===== src/rtl/pipeline_hazard_ctrl_pkg.sv =====
// pipeline_ctrl_pkg: shared types and constants for the pipeline sequencing controller.
// Holds the FSM state encoding, the operand forwarding-source codes and the load-use
// stall preload.
package pipeline_ctrl_pkg;
    typedef enum logic [1:0] {
        RUN   = 2'd0,
        STALL = 2'd1,
        FLUSH = 2'd2,
        HALT  = 2'd3
    } state_t;
    localparam logic [1:0] FWD_REG = 2'd0;
    localparam logic [1:0] FWD_S2  = 2'd1;
    localparam logic [1:0] FWD_S3  = 2'd2;
    localparam logic [1:0] FWD_WB  = 2'd3;
    // One extra STALL-state cycle after the detecting cycle gives the two bubbles a load needs.
    localparam logic [1:0] LOADUSE_BUBBLES = 2'd1;
endpackage


===== src/rtl/pipeline_fwd_unit.sv =====
// pipeline_fwd_unit: forwarding select and load-use detect for one S1 source operand.
// Ports: i_used/i_num  operand-used flag and register number in S1
//        i_wr2/i_wnum2/i_ld2  S2 write flag, destination, load flag
//        i_wr3/i_wnum3  S3 write flag, destination
//        i_wr4/i_wnum4  S4 writeback flag, destination
//        o_sel    youngest non-load producer (FWD_REG when none or operand unused)
//        o_hazard operand depends on a load still in S2
module pipeline_fwd_unit
    import pipeline_ctrl_pkg::*;
(
    input  logic       i_used,
    input  logic [2:0] i_num,
    input  logic       i_wr2,
    input  logic [2:0] i_wnum2,
    input  logic       i_ld2,
    input  logic       i_wr3,
    input  logic [2:0] i_wnum3,
    input  logic       i_wr4,
    input  logic [2:0] i_wnum4,
    output logic [1:0] o_sel,
    output logic       o_hazard
);
    logic w_m2, w_m3, w_m4;
    assign w_m2 = i_wr2 && (i_wnum2 == i_num);
    assign w_m3 = i_wr3 && (i_wnum3 == i_num);
    assign w_m4 = i_wr4 && (i_wnum4 == i_num);
    // A load in S2 has no result yet, so the match falls through to older stages.
    assign o_sel = !i_used          ? FWD_REG :
                   (w_m2 && !i_ld2) ? FWD_S2  :
                   w_m3             ? FWD_S3  :
                   w_m4             ? FWD_WB  : FWD_REG;
    assign o_hazard = i_used && w_m2 && i_ld2;
endmodule


===== src/rtl/pipeline_hazard_ctrl.sv =====
// pipeline_hazard_ctrl: sequencing controller for the 5-stage pipeline.
// Owns the fetch PC, stalls on load-use, flushes on taken branch, parks on HALT.
// Ports: clk, rst (async, active-high)
//        pc_out, update_1in, rst_p[4:1]        fetch address, S1 load enable, bubble injects
//        num_*_1out, used_RmRnRd_1out          S1 operands {Rm,Rn,Rd}
//        writenum/write_*, loads_*             per-stage destination taps
//        branch_3in, branch_target_3in         taken branch in S3
//        halt_0in, resume                      HALT entry/exit
//        fwd_sel_Rm/Rn/Rd                      S2 operand sources
//        state_out, stall_cnt, flush_cnt       debug state and saturating event counters
module pipeline_hazard_ctrl
    import pipeline_ctrl_pkg::*;
#(
    parameter int              PC_W    = 8,
    parameter logic [PC_W-1:0] RST_VEC = '0,
    parameter int              PERF_W  = 16
) (
    input  logic              clk,
    input  logic              rst,
    output logic [PC_W-1:0]   pc_out,
    output logic              update_1in,
    output logic [4:1]        rst_p,
    input  logic [2:0]        num_Rm_1out,
    input  logic [2:0]        num_Rn_1out,
    input  logic [2:0]        num_Rd_1out,
    input  logic [2:0]        used_RmRnRd_1out,
    input  logic [2:0]        writenum_1out,
    input  logic [2:0]        writenum_2out,
    input  logic [2:0]        writenum_3out,
    input  logic              write_1out,
    input  logic              write_2out,
    input  logic              write_3out,
    input  logic              loads_1out,
    input  logic              loads_2out,
    input  logic [2:0]        writenum_out,
    input  logic              write_out,
    input  logic              branch_3in,
    input  logic [PC_W-1:0]   branch_target_3in,
    input  logic              halt_0in,
    input  logic              resume,
    output logic [1:0]        fwd_sel_Rm,
    output logic [1:0]        fwd_sel_Rn,
    output logic [1:0]        fwd_sel_Rd,
    output logic [1:0]        state_out,
    output logic [PERF_W-1:0] stall_cnt,
    output logic [PERF_W-1:0] flush_cnt
);
    state_t            r_state, w_state_nxt;
    logic [PC_W-1:0]   r_pc, w_pc_nxt;
    logic [1:0]        r_cnt, w_cnt_nxt;
    logic              r_init;
    logic [PERF_W-1:0] r_stall_cnt, r_flush_cnt;
    logic              w_update, w_stall, w_flush, w_hazard;
    logic [4:1]        w_rst_p;
    logic [1:0]        w_sel_rm, w_sel_rn, w_sel_rd;
    logic [2:0]        w_hz;
    logic              w_unused;

    // S1-side taps are not needed for S1-vs-older hazards.
    assign w_unused = ^{writenum_1out, write_1out, loads_1out};

    pipeline_fwd_unit u_fwd_rm (.i_used(used_RmRnRd_1out[2]), .i_num(num_Rm_1out),
        .i_wr2(write_2out), .i_wnum2(writenum_2out), .i_ld2(loads_2out),
        .i_wr3(write_3out), .i_wnum3(writenum_3out), .i_wr4(write_out), .i_wnum4(writenum_out),
        .o_sel(w_sel_rm), .o_hazard(w_hz[2]));
    pipeline_fwd_unit u_fwd_rn (.i_used(used_RmRnRd_1out[1]), .i_num(num_Rn_1out),
        .i_wr2(write_2out), .i_wnum2(writenum_2out), .i_ld2(loads_2out),
        .i_wr3(write_3out), .i_wnum3(writenum_3out), .i_wr4(write_out), .i_wnum4(writenum_out),
        .o_sel(w_sel_rn), .o_hazard(w_hz[1]));
    pipeline_fwd_unit u_fwd_rd (.i_used(used_RmRnRd_1out[0]), .i_num(num_Rd_1out),
        .i_wr2(write_2out), .i_wnum2(writenum_2out), .i_ld2(loads_2out),
        .i_wr3(write_3out), .i_wnum3(writenum_3out), .i_wr4(write_out), .i_wnum4(writenum_out),
        .o_sel(w_sel_rd), .o_hazard(w_hz[0]));

    assign w_hazard = |w_hz;

    // r_init marks the reset-value cycle so outputs hold reset values until the first edge.
    always_comb begin
        w_state_nxt = r_state;
        w_pc_nxt    = r_pc;
        w_cnt_nxt   = r_cnt;
        w_update    = 1'b1;
        w_rst_p     = 4'b0000;
        w_stall     = 1'b0;
        w_flush     = 1'b0;
        if (r_init) begin
            w_state_nxt = RUN;
            w_pc_nxt    = r_pc + 1'b1;
            w_rst_p     = 4'b1111;
        end else if (branch_3in && r_state != FLUSH) begin
            w_state_nxt = FLUSH;
            w_pc_nxt    = branch_target_3in;
            w_flush     = 1'b1;
        end else begin
            case (r_state)
                RUN: begin
                    if (w_hazard) begin
                        w_state_nxt = STALL;
                        w_cnt_nxt   = LOADUSE_BUBBLES;
                        w_update    = 1'b0;
                        w_rst_p     = 4'b0010;
                        w_stall     = 1'b1;
                    end else if (halt_0in) begin
                        w_state_nxt = HALT;
                    end else begin
                        w_pc_nxt = r_pc + 1'b1;
                    end
                end
                STALL: begin
                    w_update    = 1'b0;
                    w_rst_p     = 4'b0010;
                    w_stall     = 1'b1;
                    w_cnt_nxt   = r_cnt - 1'b1;
                    w_state_nxt = (w_cnt_nxt == '0) ? RUN : STALL;
                end
                FLUSH: begin
                    w_rst_p     = 4'b0011;
                    w_state_nxt = RUN;
                end
                HALT: begin
                    w_update = 1'b0;
                    w_rst_p  = 4'b0001;
                    if (resume) begin
                        w_state_nxt = RUN;
                        w_pc_nxt    = r_pc + 1'b1;
                    end
                end
                default: w_state_nxt = RUN;
            endcase
        end
    end

    always_ff @(posedge clk or posedge rst) begin
        if (rst) begin
            r_state     <= RUN;
            r_pc        <= RST_VEC;
            r_cnt       <= '0;
            r_init      <= 1'b1;
            r_stall_cnt <= '0;
            r_flush_cnt <= '0;
        end else begin
            r_state <= w_state_nxt;
            r_pc    <= w_pc_nxt;
            r_cnt   <= w_cnt_nxt;
            r_init  <= 1'b0;
            if (w_stall && !(&r_stall_cnt))
                r_stall_cnt <= r_stall_cnt + 1'b1;
            if (w_flush && !(&r_flush_cnt))
                r_flush_cnt <= r_flush_cnt + 1'b1;
        end
    end

    assign pc_out     = r_pc;
    assign update_1in = w_update;
    assign rst_p      = w_rst_p;
    assign state_out  = r_state;
    assign stall_cnt  = r_stall_cnt;
    assign flush_cnt  = r_flush_cnt;
    assign fwd_sel_Rm = r_init ? FWD_REG : w_sel_rm;
    assign fwd_sel_Rn = r_init ? FWD_REG : w_sel_rn;
    assign fwd_sel_Rd = r_init ? FWD_REG : w_sel_rd;
endmodule


===== config.mk =====
export PLATFORM = sky130hd
export DESIGN_NAME = pipeline_hazard_ctrl
export DESIGN_NICKNAME = d
export VERILOG_FILES = /design/src/rtl/pipeline_hazard_ctrl_pkg.sv /design/src/rtl/pipeline_fwd_unit.sv /design/src/rtl/pipeline_hazard_ctrl.sv
export SDC_FILE = /design/constraint.sdc
export NUM_CORES = 1
export LEC_CHECK = 0
export ABC_AREA = 1
export BUFFER_PORTS_ARGS = -buffer_cell sky130_fd_sc_hd__buf_2
export CORE_MARGIN = 2
export CORE_UTILIZATION = 53
export CTS_CLUSTER_DIAMETER = 150
export CTS_CLUSTER_SIZE = 40
export DETAILED_ROUTE_END_ITERATION = 10
export GPL_TIMING_DRIVEN = 0
export PLACE_DENSITY = 0.86
export SETUP_SLACK_MARGIN = 0.5
export SKIP_CTS_REPAIR_TIMING = 1
export SYNTH_ARGS = -nofsm -noshare
export SYNTH_HDL_FRONTEND = slang
export SYNTH_SLANG_ARGS = --single-unit

===== constraint.sdc =====
create_clock -name clk -period 2.2 [get_ports clk]
set_input_delay 0 -clock clk [delete_from_list [all_inputs] [get_ports clk]]
set_output_delay 0 -clock clk [all_outputs]
set_load 0.05 [all_outputs]

* After elaboration in Yosys (flattened, before gate mapping)
Cells that the tools add are included.
** Word-level totals
- Output and inout port bits :: 53
- Flip-flop bits (word level) :: 45
** Cells by class
- Eq/ne operators :: 18
- Add/subtract/negate cells :: 4
- Reductions and logical operators :: 35
- Bitwise gates (word level) :: 2
- Muxes and demuxes :: 44
** Operators with widths (count)
- two-way mux 2 bit :: 22
- two-way mux 8 bit :: 5
- adder 16 x 1 -> 16 bit, second input constant :: 2
- AND reduction 16 bit :: 2
- == test 3 bit :: 9
- logical AND 1 bit :: 21
- one-hot mux 4 bit (4 select lines) :: 1
- one-hot mux 8 bit (2 select lines) :: 1
- != test 4 bit, second input constant :: 3
- two-way mux 1 bit :: 9
- adder 8 x 1 -> 8 bit, second input constant :: 1
- two-way mux 4 bit :: 2
- one-hot mux 2 bit (4 select lines) :: 1
- AND reduction 4 bit :: 2
- != test 5 bit, second input constant :: 1
- == test 2 bit, second input constant :: 2
- logical NOT 2 bit :: 2
- != test 2 bit, second input constant :: 2
- one-hot mux 1 bit (2 select lines) :: 2
- one-hot mux 2 bit (2 select lines) :: 1
- nonzero test 4 bit :: 1
- logical NOT 1 bit :: 3
- OR reduction 3 bit :: 1
- == test 2 x 1 -> 1 bit, second input constant :: 1
- other kinds (5) :: 6

* Depth between registers and ports, before layout
- Word-level depth :: 10
- Gate-level depth with buffers :: 13
- Depth with buffers taken out :: 13

* Hierarchy
Synthesis repeated with hierarchy kept, for this count alone.
** Second synthesis, totals
- Cells, all modules :: 620
- Area total of the unflattened synthesis :: 3759.9 um^2
** By module, submodules not included
- pipeline_hazard_ctrl :: sequential area each 1127.3 um^2, cells each 455, instances 1, area each 3054.2 um^2
- pipeline_fwd_unit :: sequential area each 0.0 um^2, cells each 55, instances 3, area each 235.2 um^2

* Least setup slack after synthesis
Ideal clock, no wire load.
- Path kind :: register to output
- Start point :: reg r_state[0], in the netlist state_out[0]
- End point :: out rst_p[1] (netlist bit)
- Setup slack :: -0.202 ns
- Data required time :: 2.200 ns
- Buffers on the path :: 1
- Arrival time :: 2.402 ns
- Cell stages (with the launch flop) :: 5
- Cells stage by stage :: dfrtp_1 > inv_1 > ha_1 > clkbuf_1 > o31ai_1
** Between the ends
- Word-level cells in the longest chain between the ends :: 4
** RTL lines
- start, declared :: line pipeline_hazard_ctrl.sv:48 : state_t r_state, w_state_nxt;
- start signal, assigned :: line pipeline_hazard_ctrl.sv:142 : r_state <= w_state_nxt;
- == test 2 bit (tied with other cells) :: line pipeline_hazard_ctrl.sv:95 : case (r_state)
- one-hot mux 4 bit (4 select lines) / logical AND 1 bit (equally long branches) :: line pipeline_hazard_ctrl.sv:95, pipeline_hazard_ctrl.sv:90
- two-way mux 4 bit * :: line pipeline_hazard_ctrl.sv:90 : end else if (branch_3in && r_state != FLUSH) begin
- two-way mux 4 bit * :: line pipeline_hazard_ctrl.sv:86 : if (r_init) begin
- end, declared :: line pipeline_hazard_ctrl.sv:22 : output logic [4:1] rst_p,
Every way passes the cells marked *; elsewhere a longest branch is shown, timed or not. The select of a mux whose other input is x is not followed.

* Worst setup path after layout
- Start point :: reg r_flush_cnt[0], in the netlist flush_cnt[0]
- End point :: reg r_flush_cnt[12], in the netlist flush_cnt[12]
** Between the ends
- Word-level cells in the longest chain between the ends :: 3
** RTL lines
- start, declared :: line pipeline_hazard_ctrl.sv:52 : logic [PERF_W-1:0] r_stall_cnt, r_flush_cnt;
- start signal, assigned :: line pipeline_hazard_ctrl.sv:149 : r_flush_cnt <= r_flush_cnt + 1'b1;
- branches (longest 3 deep; another with adder 16 x 1 -> 16 bit)
Parallel ways; which one is timed is not known.
A chain may end at the register's enable or synchronous reset.

==> results.ini <==
[timing]
final_max_slew_viol_count = 0
finalSetupTns_ns = 0
fin_crit_ns = 1.74
fin_worst_skew_ns = 0.0149
fmax_ghz = 0.573
rsz0062_at_grt = true
finalHoldViolCount = 0
setup_viol = 0
fin_crit_sh = 0.793

[yosys]
synth_cell_types = 37
synth_top_area_share = 0.337
netlist_area_um2 = 3270
synth_fp_nets = 517
synth-edff-count = 0
synth_area_leaders = dfrtp_1 (34%), nand2_1 (17%), nand3_1 (7.0%)
synthArstFlopShare = 1.00
yosys_most_used_dff = dfrtp_1
ys_seq_elements = 45
synth.most_common_cell = nand2_1
synthCells = 466
synth_common_cells = nand2_1 (148), inv_1 (47), nand3_1 (46)
synth-seq-area-share = 0.345
yosysWarningCount = 0
yosys.area.top_type = dfrtp_1
avgSynthCellArea_um2 = 7.01

[global_route]
antenna_found_initial = 0
grt_pass1_wl_um = 12600
grt_pass1_vias = 3036
grt_overflow = 0
grt_max_degree = 33
grt_usage = 0.234

[placement]
post-dp-hpwl_um = 6270
routabilityCongestion = 0.926
io_buffer_count = 90

[power]
intPower_mw = 2.25
seqPwrFrac = 0.295
pwr-share-clk = 0.114
ir_drop_uv = 788
power_density_nw_per_um2 = 1090
p_comb_frac = 0.591
switching_share = 0.520
total_power_mw = 4.69
power_leakage_nw = 2.18
p_sw_mw = 2.44

[worst_setup_path]
r2r_end = flush_cnt[12]
reg2reg_slack_ns = 0.46
cp.required_ns = 2.43
max_stage_delay_ns = 0.40
reg2reg_depth = 8
cp.buffers_inverters = 2
critPathCapture = flush_cnt[12]
critPathLaunch = flush_cnt[0]
crit_family = simple AND/OR/NAND/NOR gates
cp_max_fo = 6
path_cells = ha_4, inv_4, nor3_4, nand3_2, o21ai_4, inv_2, nand3_2, xor2_1
cpMaxStageDelayCell = dfrtp_2
crit_top_cell = nand3_2
start_kind = flip-flop
endpoint_kind = flip-flop
crit_type = reg2reg
crit_arrival_ns = 1.97
r2r_start = flush_cnt[0]
worstSetupPathDepth = 8

[cells_and_area]
num-nets-final = 636
regArea_um2 = 1150
nFillCells = 475
drive_gt1_frac = 0.333
multi_input_area_um2 = 2040
area_growth_pct = 32.1
diodes = 0

[route]
viasPerCell = 5.34
drt_wl_total_um = 8900
route.vias.total = 3531
drt_iter0_markers = 151
antenna_left = 0
firstDrtPassIters = 5
drc_errors = 0
wl_per_cell_um = 13.5

[floorplanning]
core_um2 = 5920
num_rows = 28
die_y_um = 82.5
die-area_um2 = 6810
io_pins = 96
die_width_um = 82.5
start_util = 0.552

[clock_network]
numCtsBuffers = 5
clock_latency_ns = 0.30
cts_tree = done
clk_path_buf_depth = 2
cts.sinks = 45
cts_root_buf = clkbuf_8
htree_levels = 2
clkTransAtPathRegs_ns = 0.10

[status]
status = finished, final reports clean

[hold_path]
hold_path_class = in2reg

[flow_run]
cap_violations = 0

-- flip-flops by register name (all words and copies together), names as in the netlist --
name       flops
pc_out         8
r_cnt          2
stall_cnt     16
state_out      2
flush_cnt     16
r_init         1
-- layout make-up --
type | count | area share
tap | 75 | 0.0218
inverter | 50 | 0.0441
clock buffer | 5 | 0.0160
timing repair buffer | 112 | 0.153
multi-input combinational | 360 | 0.472
clock inverter | 3 | 0.00493
sequential | 45 | 0.266
buffer | 11 | 0.0226
-- worst min path at each step --
stage | startpoint | end | slack, ns | depth (start not counted)
final | branch_target_3in[0] | pc_out[0] | 0.002 | 5
after floorplan | used_RmRnRd_1out[1] | fwd_sel_Rn[1] | 0.19 | 2
after global routing | branch_target_3in[2] | pc_out[2] | 0.007 | 5
after global placement | branch_target_3in[0] | pc_out[0] | 0.31 | 5
after CTS | rst | flush_cnt[13] | -0.35 | 2
after detailed placement | rst | flush_cnt[13] | -0.02 | 2
-- worst reg2reg max path, delay by kind of cell (launching register included) --
family	cells	cell delay, ns
compound gates	1	0.28
xor+xnor	1	0.16
fa+ha+maj	1	0.16
buf+inv	2	0.17
flops	1	0.40
simple gates	3	0.50
-- logic make-up (layout without fill, tap and decap cells) --
group | Yosys count | count (layout) | share of synthesized area
adders and majority gates | 8 | 8 | 0.0307
and+or+nand+nor | 267 | 267 | 0.356
xor gates and xnor gates | 40 | 40 | 0.107
other | 1 | 1 | 0.00115
DFF | 45 | 45 | 0.345
AOI/OAI and AO/OA | 44 | 44 | 0.0808
buffers and inverters | 61 | 181 | 0.0793
-- layout by cell type (no fill, tap or decap), types with 7 or more instances in the layout --
master / instances
nor3_1: 10
dfrtp_1: 28
nand2_1: 138
xor2_1: 25
nor2_1: 36
o21ai_0: 25
buf_4: 23
inv_2: 7
nand3_1: 42
inv_1: 42
dfrtp_2: 16
xnor2_1: 15
nand2_2: 11
nand3_2: 7
buf_2: 87
-- power by group through the flow --
| stage | logic, mW | clock network, mW | registers [mW] |
|---|---|---|---|
| 3_5_place_dp | 2.36 | 0 | 1.39 |
| 4_1_cts | 2.36 | 0.546 | 1.38 |
| 2_1_floorplan | 1.14 | 0 | 2.05 |
| 6_report | 2.77 | 0.534 | 1.38 |
| 3_3_place_gp | 2.29 | 0 | 1.38 |
| 5_1_grt | 2.99 | 0.577 | 1.42 |
-- routing by layer --
| metal | up-vias | part of all wire | track usage |
|---|---|---|---|
| li1 | 1726 | - | - |
| met1 | 1643 | 0.43 | 0.295 |
| met2 | 154 | 0.49 | 0.417 |
| met3 | 8 | 0.072 | 0.0391 |
| met4 | 0 | 0.0087 | 0.0590 |
| met5 | - | 0 | 0 |
-- per-stage QoR --
| step | worst slack (ns) | area (um2) | std cells | util | hold WS, ns |
|---|---|---|---|---|---|
| after floorplan | 0.323 | 3360 | 466 | - | 0.187 |
| after global placement | 0.366 | 3910 | 631 | 0.660 | 0.309 |
| after detailed placement | 0.324 | 3930 | 632 | 0.664 | -0.0180 |
| after CTS | 0.289 | 4020 | 640 | 0.679 | -0.352 |
| after global routing | 0.367 | 4310 | 661 | 0.729 | 0.00703 |
| final | 0.456 | 4310 | 661 | 0.729 | 0.00165 |
Power figures use the tool's default switching activity.
